==> config.mk <==
export PLATFORM = sky130hd
export DESIGN_NAME = if_fetch_buffer_flat
export DESIGN_NICKNAME = d
export VERILOG_FILES = /design/src/rtl/if_fetch_buffer_if.sv /design/src/rtl/if_fetch_buffer.sv /design/src/flat_wrapper.sv
export SDC_FILE = /design/constraint.sdc
export NUM_CORES = 1
export LEC_CHECK = 0
export CAP_MARGIN = 20
export CORE_UTILIZATION = 68
export DETAILED_ROUTE_END_ITERATION = 10
export DONT_BUFFER_PORTS = 1
export PLACE_DENSITY = 0.91
export SLEW_MARGIN = 20
export SYNTH_ARGS = -nofsm -noshare
export SYNTH_HDL_FRONTEND = slang
export SYNTH_SLANG_ARGS = --single-unit
==> constraint.sdc <==
create_clock -name clk -period 4 [get_ports clk]
set_input_delay 0 -clock clk [delete_from_list [all_inputs] [get_ports clk]]
set_output_delay 0 -clock clk [all_outputs]
set_load 0.02 [all_outputs]
==> src/rtl/if_fetch_buffer_if.sv <==
// Fetch-stage bus: PC register hookup, instruction-memory handshake and decode-side head entry.
// The slave modport is the fetch buffer itself; master is whatever surrounds it.
interface if_fetch_buffer_if;
    logic [31:0] pc;
    logic        pc_we;
    logic        im_req;
    logic [31:0] im_addr;
    logic        im_ack;
    logic [31:0] im_rdata;
    logic        flush;
    logic        id_ready;
    logic        ir_valid;
    logic [31:0] ir;
    logic [31:0] ir_pc;

    modport slave (
        input  pc, im_ack, im_rdata, flush, id_ready,
        output pc_we, im_req, im_addr, ir_valid, ir, ir_pc
    );

    modport master (
        output pc, im_ack, im_rdata, flush, id_ready,
        input  pc_we, im_req, im_addr, ir_valid, ir, ir_pc
    );
endinterface

==> src/rtl/if_fetch_buffer.sv <==
// Instruction fetch buffer: issues one memory read at a time and queues the returned
// {pc, instr} pairs in a 4-entry FIFO that feeds decode.
//
// state | meaning
// IDLE  | no read outstanding; issues the next fetch when a FIFO slot is free
// WAIT  | read outstanding; its data will be pushed on im_ack
// DROP  | read outstanding but squashed by a flush; its data is discarded on im_ack
module if_fetch_buffer (
    input  logic clk,
    input  logic reset,
    if_fetch_buffer_if.slave bus
);
    typedef enum logic [1:0] {IDLE, WAIT, DROP} state_t;

    state_t      state_q, state_d;
    logic [2:0]  count_q;
    logic [1:0]  rd_ptr_q, wr_ptr_q;
    logic [31:0] addr_q;
    logic [31:0] mem_pc [4];
    logic [31:0] mem_ir [4];

    logic        outstanding;
    logic [3:0]  pending;
    logic        issue, push, pop;
    logic        req, we;
    logic        head_valid;
    logic [31:0] fetch_addr;

    // A slot is reserved at issue time, so a push never sees a full FIFO.
    assign outstanding = (state_q != IDLE);
    assign pending     = {1'b0, count_q} + {3'b000, outstanding};
    assign fetch_addr  = {bus.pc[31:2], 2'b00};
    assign issue       = !reset && (state_q == IDLE) && !bus.flush && (pending < 4'd4);
    assign head_valid  = !reset && (count_q != 3'd0);

    always_comb begin
        state_d = state_q;
        req     = 1'b0;
        we      = 1'b0;
        push    = 1'b0;
        case (state_q)
            IDLE: begin
                if (issue) begin
                    req     = 1'b1;
                    we      = 1'b1;
                    state_d = WAIT;
                end
            end
            WAIT: begin
                if (bus.im_ack) begin
                    push    = !bus.flush;
                    state_d = IDLE;
                end else if (bus.flush) begin
                    state_d = DROP;
                end
            end
            // The ack retires the squashed read even if another flush arrives with it;
            // staying in DROP there would wait forever for an ack that never comes.
            DROP: begin
                if (bus.im_ack) state_d = IDLE;
            end
            default: state_d = IDLE;
        endcase
        if (bus.flush) we = 1'b1;
        if (reset) begin
            req  = 1'b0;
            we   = 1'b0;
            push = 1'b0;
        end
    end

    assign pop = head_valid && bus.id_ready && !bus.flush;

    always_ff @(posedge clk) begin
        if (reset) begin
            state_q  <= IDLE;
            count_q  <= 3'd0;
            rd_ptr_q <= 2'd0;
            wr_ptr_q <= 2'd0;
            addr_q   <= 32'd0;
        end else begin
            state_q <= state_d;
            if (issue) addr_q <= fetch_addr;
            if (bus.flush) begin
                count_q  <= 3'd0;
                rd_ptr_q <= 2'd0;
                wr_ptr_q <= 2'd0;
            end else begin
                if (push) wr_ptr_q <= wr_ptr_q + 2'd1;
                if (pop)  rd_ptr_q <= rd_ptr_q + 2'd1;
                count_q <= count_q + {2'b00, push} - {2'b00, pop};
            end
        end
    end

    always_ff @(posedge clk) begin
        if (push) begin
            mem_pc[wr_ptr_q] <= addr_q;
            mem_ir[wr_ptr_q] <= bus.im_rdata;
        end
    end

    assign bus.im_req   = req;
    assign bus.pc_we    = we;
    assign bus.im_addr  = fetch_addr;
    assign bus.ir_valid = head_valid;
    assign bus.ir       = head_valid ? mem_ir[rd_ptr_q] : 32'd0;
    assign bus.ir_pc    = head_valid ? mem_pc[rd_ptr_q] : 32'd0;
endmodule

==> src/flat_wrapper.sv <==
// flat-port wrapper written by rule: the top's interface ports become plain ports
module if_fetch_buffer_flat 
  (clk, reset, bus_pc, bus_im_ack, bus_im_rdata, bus_flush, bus_id_ready, bus_pc_we, bus_im_req, bus_im_addr, bus_ir_valid, bus_ir, bus_ir_pc);
  if_fetch_buffer_if bus_i ();
  input  logic clk;
  input  logic reset;
  input wire logic [$bits(bus_i.pc)-1:0] bus_pc;
  input wire logic [$bits(bus_i.im_ack)-1:0] bus_im_ack;
  input wire logic [$bits(bus_i.im_rdata)-1:0] bus_im_rdata;
  input wire logic [$bits(bus_i.flush)-1:0] bus_flush;
  input wire logic [$bits(bus_i.id_ready)-1:0] bus_id_ready;
  output wire logic [$bits(bus_i.pc_we)-1:0] bus_pc_we;
  output wire logic [$bits(bus_i.im_req)-1:0] bus_im_req;
  output wire logic [$bits(bus_i.im_addr)-1:0] bus_im_addr;
  output wire logic [$bits(bus_i.ir_valid)-1:0] bus_ir_valid;
  output wire logic [$bits(bus_i.ir)-1:0] bus_ir;
  output wire logic [$bits(bus_i.ir_pc)-1:0] bus_ir_pc;
  assign bus_i.pc = bus_pc;
  assign bus_i.im_ack = bus_im_ack;
  assign bus_i.im_rdata = bus_im_rdata;
  assign bus_i.flush = bus_flush;
  assign bus_i.id_ready = bus_id_ready;
  assign bus_pc_we = bus_i.pc_we;
  assign bus_im_req = bus_i.im_req;
  assign bus_im_addr = bus_i.im_addr;
  assign bus_ir_valid = bus_i.ir_valid;
  assign bus_ir = bus_i.ir;
  assign bus_ir_pc = bus_i.ir_pc;
  if_fetch_buffer u_core (.clk(clk), .reset(reset), .bus(bus_i));
endmodule
== After elaboration in Yosys (flattened, before gate mapping) ==
Memories as Yosys holds them, arrays and structs flattened. A register that Yosys moved wholly into a read port is not among the register bits.
Cells that the tools add are included.

* Add/subtract/negate cells: 5
* Magnitude comparators: 1
* Equality and inequality tests: 5
* Muxes and demuxes: 21
* Reduce and logical (&&, ||, !) cells: 13

{| class="wikitable"
|+ Operators by type and width
! operator !! count
|-
| $mux 32 || 2
|-
| $mux 2 || 8
|-
| $mux 1 || 10
|-
| $logic_and 1x1->1 || 6
|-
| $pmux 2 s3 || 1
|-
| $add 2x1->2 const B || 2
|-
| $add 3x1->4 || 1
|-
| $lt 4x3->1 const B || 1
|-
| $add 3x1->3 || 1
|-
| $ne 3x3->1 const B || 1
|-
| $reduce_and 3->1 || 1
|-
| $reduce_bool 3->1 || 1
|-
| $sub 3x1->3 || 1
|-
| $eq 2x1->1 const B || 1
|-
| $eq 2x2->1 const B || 1
|-
| $logic_not 1->1 || 2
|-
| $logic_not 2->1 || 1
|-
| $ne 2x1->1 const B || 1
|-
| $ne 2x2->1 const B || 1
|-
| $reduce_bool 2->1 || 1
|-
| $reduce_or 2->1 || 1
|}

* Bits in registers: 39
* RAM bits: 248
* Bits of input ports: 69
* Output and inout bits: 99
* Word-level logic and storage cells: 52
* Memories kept: 2

{| class="wikitable"
|+ Memories
! name !! depth !! width !! rd ports !! clocked after memory_dff !! wr ports !! RTL line !! RTL
|-
| u_core.mem_ir || 4 || 32 || 1 || 1 || 1 || if_fetch_buffer.sv:20 || <nowiki>logic [31:0] mem_ir [4];</nowiki>
|-
| u_core.mem_pc || 4 || 30 || 1 || 1 || 1 || if_fetch_buffer.sv:19 || <nowiki>logic [31:0] mem_pc [4];</nowiki>
|}

== Logic depth before layout (Yosys ltp) ==
* Depth in word-level cells: 8
* Gate-level depth with buffers: 9
* Mapped depth without buffers: 9

== Least setup slack after synthesis ==
OpenSTA, ideal clock, no wires.

* Path kind: reg2reg
* Start point: reg u_core.state_q[1]
* End point: mem u_core.mem_ir[0][0] (enable)
* Library setup time: 427 ps
* Data arrival time: 2226 ps
* Data required time: 3573 ps
* Path slack: 1347 ps
* Cell stages (with the launch flop): 4
* Buffers on the path: 0
* Clock period less this slack: 2653 ps
* Cells stage by stage: dfxtp_1 -> nand3b_1 -> nor2_1 -> and2_1

* Longest elaborated chain between the ends: 5

{| class="wikitable"
|+ Ends and longest elaborated chain
! element !! RTL line !! RTL
|-
| start, declared || if_fetch_buffer.sv:15 || <nowiki>state_t state_q, state_d;</nowiki>
|-
| start signal, assigned || if_fetch_buffer.sv:82 || <nowiki>state_q <= state_d;</nowiki>
|-
| $eq 2x1->1 || if_fetch_buffer.sv:41 || <nowiki>case (state_q)</nowiki>
|-
| $mux 1 || if_fetch_buffer.sv:41 ||
|-
| $mux 1 || if_fetch_buffer.sv:65 || <nowiki>if (reset) begin</nowiki>
|-
| net u_core.push || if_fetch_buffer.sv:24 || <nowiki>logic issue, push, pop;</nowiki>
|-
| $mux 1 || if_fetch_buffer.sv:97 || <nowiki>if (push) begin</nowiki>
|-
| $mux 1 (not written as such) || if_fetch_buffer.sv:99 || <nowiki>mem_ir[wr_ptr_q] <= bus.im_rdata;</nowiki>
|-
| end, declared || if_fetch_buffer.sv:20 ||
|}

The timed path passes the listed nets, and every way through them passes these cells.

== Worst setup path after layout ==
* Start point: reg u_core.state_q[1]
* End point: reg u_core.addr_q[11]

* Longest elaborated chain between the ends: 4
* Elaborated cells on any way between the ends: 7
* Those cells by class: add/sub (1); order compare (1); reduce/logical (5)

{| class="wikitable"
|+ Ends and longest elaborated chain
! element !! RTL line !! RTL
|-
| $reduce_bool 2->1 or $logic_not 2->1 (tied branches) || if_fetch_buffer.sv:30, if_fetch_buffer.sv:33 ||
|-
| $add 3x1->4 or $logic_and 1x1->1 (tied branches) || if_fetch_buffer.sv:31, if_fetch_buffer.sv:33 ||
|-
| $lt 4x3->1 or $logic_and 1x1->1 (tied branches) || if_fetch_buffer.sv:33 || <nowiki>assign issue = !reset && (state_q == IDLE) && !bus.flush && (pending < 4'd4);</nowiki>
|-
| $logic_and 1x1->1 (*) || if_fetch_buffer.sv:33 ||
|-
| end signal, assigned || if_fetch_buffer.sv:83 || <nowiki>if (issue) addr_q <= fetch_addr;</nowiki>
|-
| end, declared || if_fetch_buffer.sv:18 || <nowiki>logic [31:0] addr_q;</nowiki>
|}

Mark *: on every way between the ends. The rest lies on a longest branch, timed or not.
A chain may end at the register's enable or synchronous reset.

==> results.toml <==
[layout]
register_area_mm2 = 0.00828
area_delta_synth_final_pct = 17.8
multi_input_area_mm2 = 0.00262
final_nets = 797
fillers = 735
final_cell_area_mm2 = 0.0134
drive_gt1_share_pct = 16.4

[power]
irDropWorstVdd_uv = 381
power_leakage_nw = 4.22
power_mw = 6.01
p_per_area_mw_per_mm2 = 450

[hold_path]
min_path_type = "in -> out"
holdPathStages = 0
hold_start = "bus_pc[9]"
min_to = "bus_im_addr[9]"

[die]
start_util_pct = 70.6
core_area_mm2 = 0.0161
fp-row-count = 46
top_level_ports = 168
die-area_mm2 = 0.0172
fp.dieH_um = 131
die_w_um = 131

[clock_network]
clk_latency_ps = 530
htreeDepth = 1
clk_pin_slew_ps = 70
clock_path_buffers = 3
numCtsBuffers = 28
cts_resized = 0
cts_tree = "built"
clock_sinks = 289
root_buffer = "clkbuf_16"

[grt]
grtUsageMet1_pct = 36.3
globalRouteOverflowTotal = 0
grtUsageMet2_pct = 50.2
track_usage_pct = 29.0
met3_usage_pct = 6.10
grt_max_degree = 63
grt_pass1_vias = 6528
grt_pass1_wl_um = 37300
antenna_found_initial = 2
busiest_layer = "met2"

[setup_path]
worstSetupPathType = "reg -> reg"
worstSetupStartpointType = "flip-flop"
crit_fanout = 25
cp.depth = 6
end_kind = "flip-flop"
required_ps = 4470
critPathArrivalTime_ps = 3310
r2r_setup_slack_ps = 1150
rr_endpoint = "u_core.addr_q[11]$_SDFFE_PP0P_"
worst_path_max_delay_cell = "dlygate4sd3_1"
cpMostUsedCell = "dlygate4sd3_1"
r2r-start = "u_core.state_q[1]$_SDFFE_PP0P_"
crit_chain = "nor3_2, buf_4, nand3_1, dlygate4sd3_1, a21oi_1, dlygate4sd3_1"
path_buf_inv = 3
rr_worst_depth = 6
worst_path_largest_cell_delay_ps = 620
crit_family = "buffers and inverters"

[flow_run]
cap_violations = 0

[place]
placed_area_mm2 = 0.0112
pre_cts_ws_ps = 1800
place_congestion = 0.807
place_hpwl_um = 11200
io_buffers = 0

[synth]
synth_warnings = 0
syn_inst = 629
ys_ff_latch = 289
ys_seq_area_share_pct = 72.9
synth_area_mm2 = 0.0113
syn_area_per_cell_um2 = 18.0
synth_cell_types = 30

[timing]
slew_viol_final = 0
worstMarginPinSlew_ps = 968
tns_ps = 0
fmax_mhz = 351
fin_crit_sh_pct = 71.2
setup_slack_ps = 1150
period_minus_slack_ps = 2850
slew_headroom_pct = 35.5
fin_skew_ps = 10.3
finalSetupViolCount = 0
hold_viol_final = 0
grt_setup_unrepaired = "no"

[routing]
viasPerCell = 6.32
firstDrtPassIters = 8
postRouteAntennaNets = 0
routedWlPerCell_um = 25.2
drc = 0
wl_um = 24200
vias = 6057
drt-initial-drc-count = 517

[status]
status = "complete, no violations"
cells in the final DEF, fill, tap and decap left out, types with 5 or more instances in the layout:
| cell type | n |
|---|---|
| a21oi_1 | 33 |
| and2_1 | 63 |
| buf_4 | 5 |
| clkbuf_1 | 5 |
| clkbuf_16 | 29 |
| clkinv_1 | 8 |
| clkinv_2 | 5 |
| dfxtp_1 | 39 |
| dlygate4sd3_1 | 124 |
| edfxtp_1 | 248 |
| ha_1 | 7 |
| inv_1 | 6 |
| mux4_2 | 62 |
| nand3_1 | 30 |
| nor2_1 | 9 |
| o21ai_0 | 31 |
cell families after synthesis:
family	after synthesis	synth area share, %
DFF	289	72.9
adders and majority gates	8	0.949
AOI/OAI and AO/OA	67	3.07
other	1	0.0331
and+or+nand+nor	120	6.06
buffers and inverters	78	4.29
xor gates and xnor gates	2	0.155
muxes	64	12.5
state kept, by name (all words and copies together), names as in the netlist, named ones only:
signal,count
u_core.mem_pc,120
u_core.rd_ptr_q,2
u_core.addr_q,30
u_core.mem_ir,128
u_core.count_q,3
u_core.wr_ptr_q,2
u_core.state_q,2
per-stage QoR:
stage	hold WS (ps)	utilization, %	cells
finish	0.00964	83.2	958
global route	0.0205	83.2	958
CTS	0.144	83.1	956
detailed placement	0.150	69.9	781
global placement	0.149	69.9	781
floorplan	75.9	-	632
how the worst max path moves through the flow:
stage                              startpoint                             end  slack [ps]
6_report       u_core.state_q[1]$_SDFFE_PP0P_  u_core.addr_q[11]$_SDFFE_PP0P_        1150
5_1_grt        u_core.state_q[1]$_SDFFE_PP0P_  u_core.addr_q[11]$_SDFFE_PP0P_        1090
3_3_place_gp   u_core.state_q[0]$_SDFFE_PP0P_   u_core.mem_ir[2][5]$_DFFE_PP_        1860
3_5_place_dp   u_core.state_q[0]$_SDFFE_PP0P_   u_core.mem_ir[2][3]$_DFFE_PP_        1800
2_1_floorplan  u_core.state_q[1]$_SDFFE_PP0P_   u_core.mem_ir[0][0]$_DFFE_PP_        1350
4_1_cts                             flip-flop                      bus_ir[30]        1280
per-layer routing:
layer / routed length, um / vias up
li1: - / 2578
met1: 9170 / 3100
met2: 12600 / 329
met3: 1790 / 50
met4: 639 / 0
met5: 0 / -
report_power, final:
group / switching [mW] / internal, mW
sequential: 0.0212 / 3.29
clock: 1.06 / 1.44
combinational: 0.101 / 0.100
area by class of cell:
| cell class | instances | area share [%] |
|---|---|---|
| flip-flops and latches | 289 | 62.0 |
| multi-input cells | 265 | 19.6 |
| repair buffers | 130 | 9.72 |
| clock buffers | 34 | 5.57 |
| well taps | 216 | 2.02 |
| clock inverters | 16 | 0.918 |
| inverters | 6 | 0.169 |
| diodes | 2 | 0.0375 |
repair_timing:
action                                 4_1_cts  5_1_grt
hold buffers                               125        0
buffers inserted                             0        0
endpoints found under the hold margin      169        0
synthesized netlist by cell type:
cell type  count  share of area, %
nor3_2         1             0.088
buf_2         11              0.49
inv_1          6              0.20
and2_1        67               3.7
nand2b_1       1             0.055
nor2_1        11              0.36
mux2i_1        1             0.088
mux2_2         1             0.099
o21ai_0       31               1.4
xnor2_1        2              0.15
mux4_2        62                12
nand3_1       30               1.3
buf_4         34               2.3
a31o_2         2              0.15
nand3b_1       2              0.13
edfxtp_1     248                66
clkbuf_1      19              0.63
conb_1         1             0.033
dfxtp_1       41               7.2
nor3_1         2             0.088
o311a_1        1             0.088
nand2_1        1             0.033
buf_6          7              0.70
fa_1           1              0.18
a21oi_1       33               1.5
or2_2          2              0.11
or3_1          2              0.11
buf_1          1             0.033
ha_1           7              0.77
nor4_1         1             0.055
No activity file was read; power rests on OpenSTA's default activity.
